[src/rtl/p_r3_dma_if.sv]
// Register-3 FIFO read port plus byte-wide memory write port of the parasite DMA engine.
// The master side is the DMA; the slave side is the FIFO and memory it serves.
interface p_r3_dma_if #(
    parameter int ADDR_W = 16
);
    logic              r3_data_available;
    logic              r3_two_bytes_available;
    logic [7:0]        r3_data;
    logic              r3_select;
    logic              r3_rdnw;
    logic              mem_req;
    logic [ADDR_W-1:0] mem_addr;
    logic [7:0]        mem_wdata;
    logic              mem_ack;

    modport master (
        input  r3_data_available, r3_two_bytes_available, r3_data, mem_ack,
        output r3_select, r3_rdnw, mem_req, mem_addr, mem_wdata
    );

    modport slave (
        output r3_data_available, r3_two_bytes_available, r3_data, mem_ack,
        input  r3_select, r3_rdnw, mem_req, mem_addr, mem_wdata
    );
endinterface

[src/rtl/p_r3_dma.sv]
// Parasite-side block-transfer engine: drains the host-to-parasite register-3 FIFO
// into parasite memory, one or two bytes per FIFO visit, under a req/ack write handshake.
module p_r3_dma #(
    parameter int ADDR_W = 16,
    parameter int CNT_W  = 16
) (
    input  logic              p_phi2,
    input  logic              h_rst_b,
    input  logic              start,
    input  logic              abort,
    input  logic [ADDR_W-1:0] start_addr,
    input  logic [CNT_W-1:0]  byte_count,
    input  logic              one_byte_mode,
    output logic              busy,
    output logic              done,
    output logic              err,
    output logic [CNT_W-1:0]  remaining,
    p_r3_dma_if.master        bus
);
    typedef enum logic [2:0] {
        S_IDLE, S_WAIT, S_RD0, S_RD1, S_WR0, S_WR1, S_GAP
    } state_t;

    state_t            state;
    state_t            state_nxt;
    logic [ADDR_W-1:0] addr_q;
    logic [CNT_W-1:0]  rem_q;
    logic              one_q;
    logic [7:0]        lat0_q;
    logic [7:0]        lat1_q;
    logic              err_q;
    logic              done_q;
    logic              start_ok;
    logic              start_bad;
    logic              fin;
    logic              ack_wr;

    // Two-byte mode cannot move an odd count, so such a start is refused up front.
    assign start_ok  = start && (byte_count != '0) && (one_byte_mode || !byte_count[0]);
    assign start_bad = start && !start_ok;
    assign ack_wr    = bus.mem_ack && ((state == S_WR0) || (state == S_WR1));

    always_ff @(posedge p_phi2 or negedge h_rst_b) begin
        if (!h_rst_b) begin
            state <= S_IDLE;
        end else begin
            state <= state_nxt;
        end
    end

    always_comb begin
        state_nxt = state;
        fin       = 1'b0;
        case (state)
            S_IDLE: if (start_ok) state_nxt = S_WAIT;
            S_WAIT: begin
                if (abort) begin
                    state_nxt = S_IDLE;
                    fin       = 1'b1;
                end else if (one_q ? bus.r3_data_available : bus.r3_two_bytes_available) begin
                    state_nxt = S_RD0;
                end
            end
            S_RD0:  state_nxt = one_q ? S_WR0 : S_RD1;
            S_RD1:  state_nxt = S_WR0;
            S_WR0:  if (bus.mem_ack) state_nxt = one_q ? S_GAP : S_WR1;
            S_WR1:  if (bus.mem_ack) state_nxt = S_GAP;
            S_GAP: begin
                // Abort is only honoured here or in WAIT, so latched bytes always reach memory.
                if ((rem_q == '0) || abort) begin
                    state_nxt = S_IDLE;
                    fin       = 1'b1;
                end else begin
                    state_nxt = S_WAIT;
                end
            end
            default: state_nxt = S_IDLE;
        endcase
    end

    always_ff @(posedge p_phi2 or negedge h_rst_b) begin
        if (!h_rst_b) begin
            addr_q <= '0;
            rem_q  <= '0;
            one_q  <= 1'b0;
            lat0_q <= '0;
            lat1_q <= '0;
            err_q  <= 1'b0;
            done_q <= 1'b0;
        end else begin
            done_q <= fin || ((state == S_IDLE) && start_bad);
            if ((state == S_IDLE) && start_ok) begin
                addr_q <= start_addr;
                rem_q  <= byte_count;
                one_q  <= one_byte_mode;
                err_q  <= 1'b0;
            end else if ((state == S_IDLE) && start_bad) begin
                err_q  <= 1'b1;
            end
            if (state == S_RD0) lat0_q <= bus.r3_data;
            if (state == S_RD1) lat1_q <= bus.r3_data;
            if (ack_wr) begin
                addr_q <= addr_q + ADDR_W'(1);
                rem_q  <= rem_q - CNT_W'(1);
            end
        end
    end

    always_comb begin
        bus.r3_select = 1'b0;
        bus.r3_rdnw   = 1'b0;
        bus.mem_req   = 1'b0;
        bus.mem_addr  = addr_q;
        bus.mem_wdata = lat0_q;
        busy          = (state != S_IDLE);
        done          = done_q;
        err           = err_q;
        remaining     = rem_q;
        case (state)
            S_RD0, S_RD1: begin
                bus.r3_select = 1'b1;
                bus.r3_rdnw   = 1'b1;
            end
            S_WR0: bus.mem_req = 1'b1;
            S_WR1: begin
                bus.mem_req   = 1'b1;
                bus.mem_wdata = lat1_q;
            end
            default: ;
        endcase
    end
endmodule

[src/flat_wrapper.sv]
// flat-port wrapper written by rule: the top's interface ports become plain ports
module p_r3_dma_flat 
#(
    parameter int ADDR_W = 16,
    parameter int CNT_W  = 16
)
  (p_phi2, h_rst_b, start, abort, start_addr, byte_count, one_byte_mode, busy, done, err, remaining, bus_r3_data_available, bus_r3_two_bytes_available, bus_r3_data, bus_mem_ack, bus_r3_select, bus_r3_rdnw, bus_mem_req, bus_mem_addr, bus_mem_wdata);
  p_r3_dma_if #(.ADDR_W(ADDR_W)) bus_i ();
  input  logic p_phi2;
  input  logic h_rst_b;
  input  logic start;
  input  logic abort;
  input  logic [ADDR_W-1:0] start_addr;
  input  logic [CNT_W-1:0] byte_count;
  input  logic one_byte_mode;
  output logic busy;
  output logic done;
  output logic err;
  output logic [CNT_W-1:0] remaining;
  input wire logic [$bits(bus_i.r3_data_available)-1:0] bus_r3_data_available;
  input wire logic [$bits(bus_i.r3_two_bytes_available)-1:0] bus_r3_two_bytes_available;
  input wire logic [$bits(bus_i.r3_data)-1:0] bus_r3_data;
  input wire logic [$bits(bus_i.mem_ack)-1:0] bus_mem_ack;
  output wire logic [$bits(bus_i.r3_select)-1:0] bus_r3_select;
  output wire logic [$bits(bus_i.r3_rdnw)-1:0] bus_r3_rdnw;
  output wire logic [$bits(bus_i.mem_req)-1:0] bus_mem_req;
  output wire logic [$bits(bus_i.mem_addr)-1:0] bus_mem_addr;
  output wire logic [$bits(bus_i.mem_wdata)-1:0] bus_mem_wdata;
  assign bus_i.r3_data_available = bus_r3_data_available;
  assign bus_i.r3_two_bytes_available = bus_r3_two_bytes_available;
  assign bus_i.r3_data = bus_r3_data;
  assign bus_i.mem_ack = bus_mem_ack;
  assign bus_r3_select = bus_i.r3_select;
  assign bus_r3_rdnw = bus_i.r3_rdnw;
  assign bus_mem_req = bus_i.mem_req;
  assign bus_mem_addr = bus_i.mem_addr;
  assign bus_mem_wdata = bus_i.mem_wdata;
  p_r3_dma #(.ADDR_W(ADDR_W), .CNT_W(CNT_W)) u_core (.p_phi2(p_phi2), .h_rst_b(h_rst_b), .start(start), .abort(abort), .start_addr(start_addr), .byte_count(byte_count), .one_byte_mode(one_byte_mode), .busy(busy), .done(done), .err(err), .remaining(remaining), .bus(bus_i));
endmodule
[config.mk]
export PLATFORM = sky130hd
export DESIGN_NAME = p_r3_dma_flat
export DESIGN_NICKNAME = d
export VERILOG_FILES = /design/src/rtl/p_r3_dma_if.sv /design/src/rtl/p_r3_dma.sv /design/src/flat_wrapper.sv
export SDC_FILE = /design/constraint.sdc
export NUM_CORES = 1
export LEC_CHECK = 0
export CAP_MARGIN = 5
export CORE_ASPECT_RATIO = 0.7
export CORE_MARGIN = 1.5
export CORE_UTILIZATION = 42
export DETAILED_ROUTE_END_ITERATION = 8
export HOLD_SLACK_MARGIN = 0.06
export PLACE_DENSITY_LB_ADDON = 0.15
export RECOVER_POWER = 100
export SETUP_SLACK_MARGIN = 0.05
export SLEW_MARGIN = 20
export SYNTH_ARGS = -nofsm -noshare
export SYNTH_HDL_FRONTEND = slang
export SYNTH_SLANG_ARGS = --single-unit
[constraint.sdc]
create_clock -name p_phi2 -period 1.7 [get_ports p_phi2]
set_clock_uncertainty 0.05 [all_clocks]
set_input_delay 0.34 -clock p_phi2 [delete_from_list [all_inputs] [get_ports p_phi2]]
set_output_delay 0.34 -clock p_phi2 [all_outputs]
set_load 0.01 [all_outputs]
# Word level (Yosys, flattened, before mapping)
# Cells that the tools add are included.
# totals
regBits	54
in_bits	48
output_inout_bits	46
wordCells	63
# classes
add_sub_neg	2
n_eq_ne	10
n_mux	22
reduce_logical	21
# op_table
op	count
$mux W16	4
$pmux W3 S7	1
$mux W3	6
$add A16 B1 Y16 const B	1
$logic_not A16 Y1	1
$reduce_bool A16 Y1	1
$sub A16 B1 Y16 const B	1
$eq A3 B3 Y1 const B	3
$mux W1	8
$mux W8	1
$eq A3 B2 Y1 const B	2
$logic_and A1 B1 Y1	6
$logic_or A1 B1 Y1	4
$ne A2 B2 Y1 const B	2
$reduce_and A4 Y1	1
$reduce_bool A2 Y1	2
$reduce_or A2 Y1	2
$eq A3 B1 Y1 const B	1
$logic_not A3 Y1	1
$ne A3 B2 Y1 const B	1
$reduce_bool A3 Y1	1
$logic_not A1 Y1	2
$mux W2	1
$ne A2 B1 Y1 const B	1
$pmux W1 S2	1

# Depth between registers and ports, before layout
# depth
depth_word	8
ltp_mapped	7
ltp_nobuf	6

# Worst setup path before layout
# OpenSTA, ideal clock, no wires.
# synth_path
path_type	register to register
startpoint	register u_core.rem_q[9] (netlist: u_core.remaining[9])
endpoint	register u_core.rem_q[15] (netlist: u_core.remaining[15])
t_arrival_ns	1.719
slack_ns	-0.199
stages_incl_launch_ff	5
path_buffers	0
path_cell_list	dfrtp_1 > or4_4 > or4_4 > nand3_2 > o211ai_2
# synth_via
elab_chain_len	2
# synth_lines
element	line	source
from (decl)	p_r3_dma.sv:27	logic [CNT_W-1:0] rem_q;
from (signal assigned)	p_r3_dma.sv:94	rem_q <= byte_count;
from (signal assigned)	p_r3_dma.sv:104	rem_q <= rem_q - CNT_W'(1);
$sub A16 B1 Y16	p_r3_dma.sv:104	
$mux W16	p_r3_dma.sv:102	if (ack_wr) begin
# Every way passes these cells.
# A chain may end at the register's enable or synchronous reset.

# Worst setup path in the final report
# layout_path
startpoint	register u_core.state[0]
endpoint	output port bus_mem_wdata[2]
# layout_via
elab_chain_len	2
# layout_lines
element	line	source
from (decl)	p_r3_dma.sv:24	state_t state;
from (signal assigned)	p_r3_dma.sv:47	state <= state_nxt;
$eq A3 B3 Y1	p_r3_dma.sv:119	case (state)
$mux W8	p_r3_dma.sv:119	
to (decl)	flat_wrapper.sv:28	output wire logic [$bits(bus_i.mem_wdata)-1:0] bus_mem_wdata;
# Every way passes these cells.

==> impl_metrics.xml <==
<?xml version="1.0" encoding="UTF-8"?>
<metrics>
  <group name="run_status">
    <metric name="run_status" unit="">finished with violations</metric>
    <metric name="violations" unit="">setup timing</metric>
  </group>
  <group name="global_routing">
    <metric name="grt_pass1_wl" unit="µm">16100</metric>
    <metric name="via_count_of_the_first_global_routing_pass" unit="">3267</metric>
    <metric name="grt-ovfl-total" unit="">0</metric>
    <metric name="antenna_found_initial" unit="">0</metric>
    <metric name="globalRouteTotalUtil" unit="">0.279</metric>
    <metric name="maximum_number_of_pins_on_one_net_before_global_route_repair" unit="">55</metric>
  </group>
  <group name="detailed_routing">
    <metric name="drtAntennaViolNets" unit="">0</metric>
    <metric name="wirelength" unit="µm">11200</metric>
    <metric name="avgRoutedWirePerCell" unit="µm">19.0</metric>
    <metric name="post-route-drc-count" unit="">0</metric>
    <metric name="drt-pass1-iter-count" unit="">4</metric>
    <metric name="drt_iter0_markers" unit="">194</metric>
    <metric name="detail_routed_via_count_per_cell" unit="">5.81</metric>
    <metric name="dr_total_vias" unit="">3414</metric>
  </group>
  <group name="worst_setup_path">
    <metric name="launching_element_type_of_the_critical_path" unit="">register</metric>
    <metric name="arrival_time_of_data_at_the_critical_path_endpoint" unit="ns">1.51</metric>
    <metric name="cp_max_fo" unit="">8</metric>
    <metric name="slowest_delay" unit="ns">0.42</metric>
    <metric name="cp-end-kind" unit="">output port</metric>
    <metric name="cp.required" unit="ns">1.31</metric>
    <metric name="worst-setup-path-type" unit="">register to output port</metric>
    <metric name="timing.critical_path.max_delay_family" unit="">flip-flops</metric>
    <metric name="cp_buf_inv_count" unit="">2</metric>
    <metric name="cp_slowest_cell" unit="">dfrtp_1</metric>
    <metric name="timing.critical_path.cells" unit="">nand3b_1 -&gt; buf_12 -&gt; mux2_2 -&gt; buf_6</metric>
  </group>
  <group name="placed_design">
    <metric name="place.detailed.instances" unit="">545</metric>
    <metric name="routabilityCongestion" unit="">0.888</metric>
    <metric name="port_buffers" unit="">93</metric>
    <metric name="detailed_place_hpwl" unit="µm">6670</metric>
  </group>
  <group name="yosys">
    <metric name="post_synth_xor_area_fraction" unit="">0.00301</metric>
    <metric name="synthesis.nets" unit="">353</metric>
    <metric name="synth_top_flop_cell" unit="">dfrtp_1</metric>
    <metric name="synth_top_family_by_area" unit="">simple AND/OR/NAND/NOR gates</metric>
    <metric name="synth.mux.area_fraction" unit="">0.100</metric>
    <metric name="ys_warn_count" unit="">0</metric>
    <metric name="yosysSeqAreaShare" unit="">0.464</metric>
    <metric name="synth_compound_area_frac" unit="">0.162</metric>
    <metric name="synthAdderAreaFrac" unit="">0.0120</metric>
    <metric name="synth_enable_flop_cells" unit="">0</metric>
    <metric name="postSynth.asyncResetShare" unit="">1.00</metric>
    <metric name="synthCells" unit="">303</metric>
    <metric name="synthSimpleGateAreaFrac" unit="">0.230</metric>
    <metric name="syn-mean-instance-area" unit="µm²">9.62</metric>
    <metric name="synth.lib_cells_used.distinct" unit="">49</metric>
    <metric name="yosys_register_bits" unit="">54</metric>
    <metric name="netlist_area" unit="µm²">2910</metric>
  </group>
  <group name="die">
    <metric name="die_width" unit="µm">103</metric>
    <metric name="starting_density" unit="">0.433</metric>
    <metric name="die_area" unit="µm²">7450</metric>
    <metric name="boundaryPins" unit="">94</metric>
    <metric name="die_height" unit="µm">72.7</metric>
    <metric name="coreArea" unit="µm²">6730</metric>
    <metric name="standard_cell_row_count" unit="">25</metric>
  </group>
  <group name="sta">
    <metric name="timing.final.hold_violations" unit="">0</metric>
    <metric name="timing.final.ws_setup" unit="ns">-0.195</metric>
    <metric name="fmax" unit="GHz">0.528</metric>
    <metric name="worst_pin_slew" unit="ns">0.786</metric>
    <metric name="post-route-period-util" unit="">1.11</metric>
    <metric name="relSlewSlack" unit="">0.476</metric>
    <metric name="slew_limit_fails" unit="">0</metric>
    <metric name="period_minus_slack" unit="ns">1.90</metric>
    <metric name="rsz0062_at_grt" unit="">yes</metric>
    <metric name="report.final.setup_viol" unit="">42</metric>
  </group>
  <group name="cts">
    <metric name="clock_tree.htree_level_count" unit="">2</metric>
    <metric name="cts-root-to-sink-buffers" unit="">2</metric>
    <metric name="clock_latency" unit="ns">0.32</metric>
    <metric name="tritoncts" unit="">done</metric>
    <metric name="path_clk_slew" unit="ns">0.10</metric>
    <metric name="sink_count_of_the_clock_tree" unit="">54</metric>
    <metric name="root_buffer" unit="">clkbuf_8</metric>
    <metric name="cts_buffers" unit="">5</metric>
  </group>
  <group name="min_path">
    <metric name="min_path_type" unit="">primary input to register</metric>
  </group>
  <group name="power_and_ir_drop">
    <metric name="power.leakage" unit="nW">2.22</metric>
    <metric name="max_ir_drop_vdd" unit="mV">0.799</metric>
    <metric name="power-per-cell-area" unit="nW/µm²">1660</metric>
    <metric name="p_total" unit="mW">8.76</metric>
  </group>
  <group name="final_layout">
    <metric name="final_nets" unit="">544</metric>
    <metric name="antenna_cells_inserted" unit="">0</metric>
    <metric name="area_growth_syn_to_layout" unit="%">80.9</metric>
    <metric name="layout.cells.non_filler" unit="">588</metric>
    <metric name="post_route_cells_drive_above_1_share" unit="">0.466</metric>
  </group>
  <group name="run">
    <metric name="number_of_violations_of_the_max_capacitance_limit" unit="">0</metric>
  </group>
</metrics>
==> path summary, 6_finish.rpt <==
path | to | cells past startpoint | from | slack [ns]
worst min-delay path | u_core.remaining[5] | 3 | byte_count[5] | 0.25
worst min register to register | u_core.lat1_q[6] | 1 | u_core.lat1_q[6] | 0.46
worst max register to register | u_core.state[0] | 5 | u_core.remaining[7] | -0.16
min in group asynchronous | u_core.bus.mem_addr[6] | 3 | h_rst_b | 0.69
worst max-delay path | bus_mem_wdata[2] | 4 | u_core.state[0] | -0.20
max in group asynchronous | u_core.remaining[9] | 3 | h_rst_b | 0.32
==> worst min-delay path, stage by stage <==
cell and delay [ns]:
clkbuf_2 0.11, nand2_1 0.06, nand3_1 0.06
==> stage by stage <==
step                      utilization  cell area (µm²)  hold slack (ns)  worst slack [ns]  setup TNS [ns]
final                           0.784             5270            0.253            -0.195           -3.94
after global routing            0.784             5270            0.263            -0.230           -6.50
after CTS                       0.740             4980            0.340            -0.164           -2.81
after detailed placement        0.670             4500            0.310            -0.792          -20.45
after global placement          0.670             4500            0.310            -0.760          -20.06
after floorplan                     -             2950         -0.00559            -0.140          -0.290
==> layer usage <==
metal | wire (µm) | global-route usage | vias up | part of all wire
met3 | 835 | 0.0431 | 23 | 0.075
met1 | 4670 | 0.383 | 1683 | 0.42
met2 | 5420 | 0.468 | 175 | 0.49
li1 | - | - | 1533 | -
met5 | 0 | 0 | - | 0
met4 | 219 | 0.0639 | 0 | 0.020
==> where the power goes <==
part	switching [mW]	total, mW	internal, mW
clock network	0.443	0.727	0.284
registers	0.483	2.39	1.91
logic	2.73	5.64	2.91
total	3.65	8.76	5.10
==> state kept, by name (all words and copies together), names as in the netlist <==
name,count
u_core.bus.mem_addr,16
u_core.done,1
u_core.err,1
u_core.lat0_q,8
u_core.lat1_q,8
u_core.one_q,1
u_core.remaining,16
u_core.state,3
==> cell usage in the layout, fill, tap and decap left out, types with 3 or more instances in the layout <==
cell | netlist | routed
buf_12 | 0 | 5
nand3_1 | 14 | 10
o21ai_2 | 1 | 6
inv_1 | 7 | 5
o22ai_2 | 0 | 5
a311oi_1 | 3 | 3
a211oi_2 | 0 | 4
a21oi_1 | 20 | 13
nor4_4 | 0 | 7
nand2b_1 | 4 | 3
nor3_2 | 1 | 5
clkdlybuf4s50_1 | 0 | 32
clkdlybuf4s15_1 | 0 | 3
nor2_1 | 31 | 21
a21oi_2 | 0 | 6
buf_4 | 1 | 54
nor2_4 | 0 | 6
o21ai_0 | 12 | 5
o211ai_1 | 4 | 4
dlygate4sd2_1 | 0 | 24
clkbuf_8 | 0 | 5
mux2_2 | 25 | 24
nor2_2 | 2 | 7
buf_6 | 0 | 30
or4_4 | 3 | 3
nand2_1 | 27 | 23
nand3_2 | 1 | 4
clkbuf_1 | 6 | 9
and3_1 | 6 | 5
nand4_1 | 8 | 8
buf_2 | 6 | 3
nand3b_1 | 3 | 3
dfrtp_1 | 54 | 53
nor3_1 | 11 | 5
clkbuf_2 | 0 | 22
clkdlybuf4s25_1 | 0 | 8
==> area by class of cell <==
class                      count  area [µm²]
multi-input combinational    230        1950
timing repair buffer         196        1750
fill                         430        1450
sequential                    54        1350
tap                           94         118
clock buffer                   6        72.6
inverter                       7        26.3
clock inverter                 1        7.51
==> kinds of logic (layout without fill, tap and decap cells) <==
kind of cell | Yosys count | in the layout
fa+ha+maj | 3 | 3
buf+inv | 20 | 210
xor+xnor | 1 | 1
mux | 26 | 26
flops | 54 | 54
simple gates | 128 | 129
compound gates | 71 | 71
==> cells in the mapped netlist, types with 7 or more instances <==
| cell | number | share of area |
|---|---|---|
| a21oi_1 | 20 | 0.034 |
| dfrtp_1 | 54 | 0.46 |
| inv_1 | 7 | 0.0090 |
| mux2_2 | 25 | 0.097 |
| nand2_1 | 27 | 0.035 |
| nand3_1 | 14 | 0.024 |
| nand4_1 | 8 | 0.017 |
| nor2_1 | 31 | 0.040 |
| nor3_1 | 11 | 0.019 |
| nor4_1 | 8 | 0.017 |
| o21ai_0 | 12 | 0.021 |
| o22ai_1 | 8 | 0.017 |
==> what timing repair did <==
action                                  CTS  global route
buffers inserted                         23             8
endpoints found under the hold margin    54             0
hold buffers                              1             0
pin swaps                                25            33
gates cloned                              3             1
endpoints found under the setup margin   78            62
gates resized for setup                 155           102
Note: power is estimated with default switching activity, not from simulation.
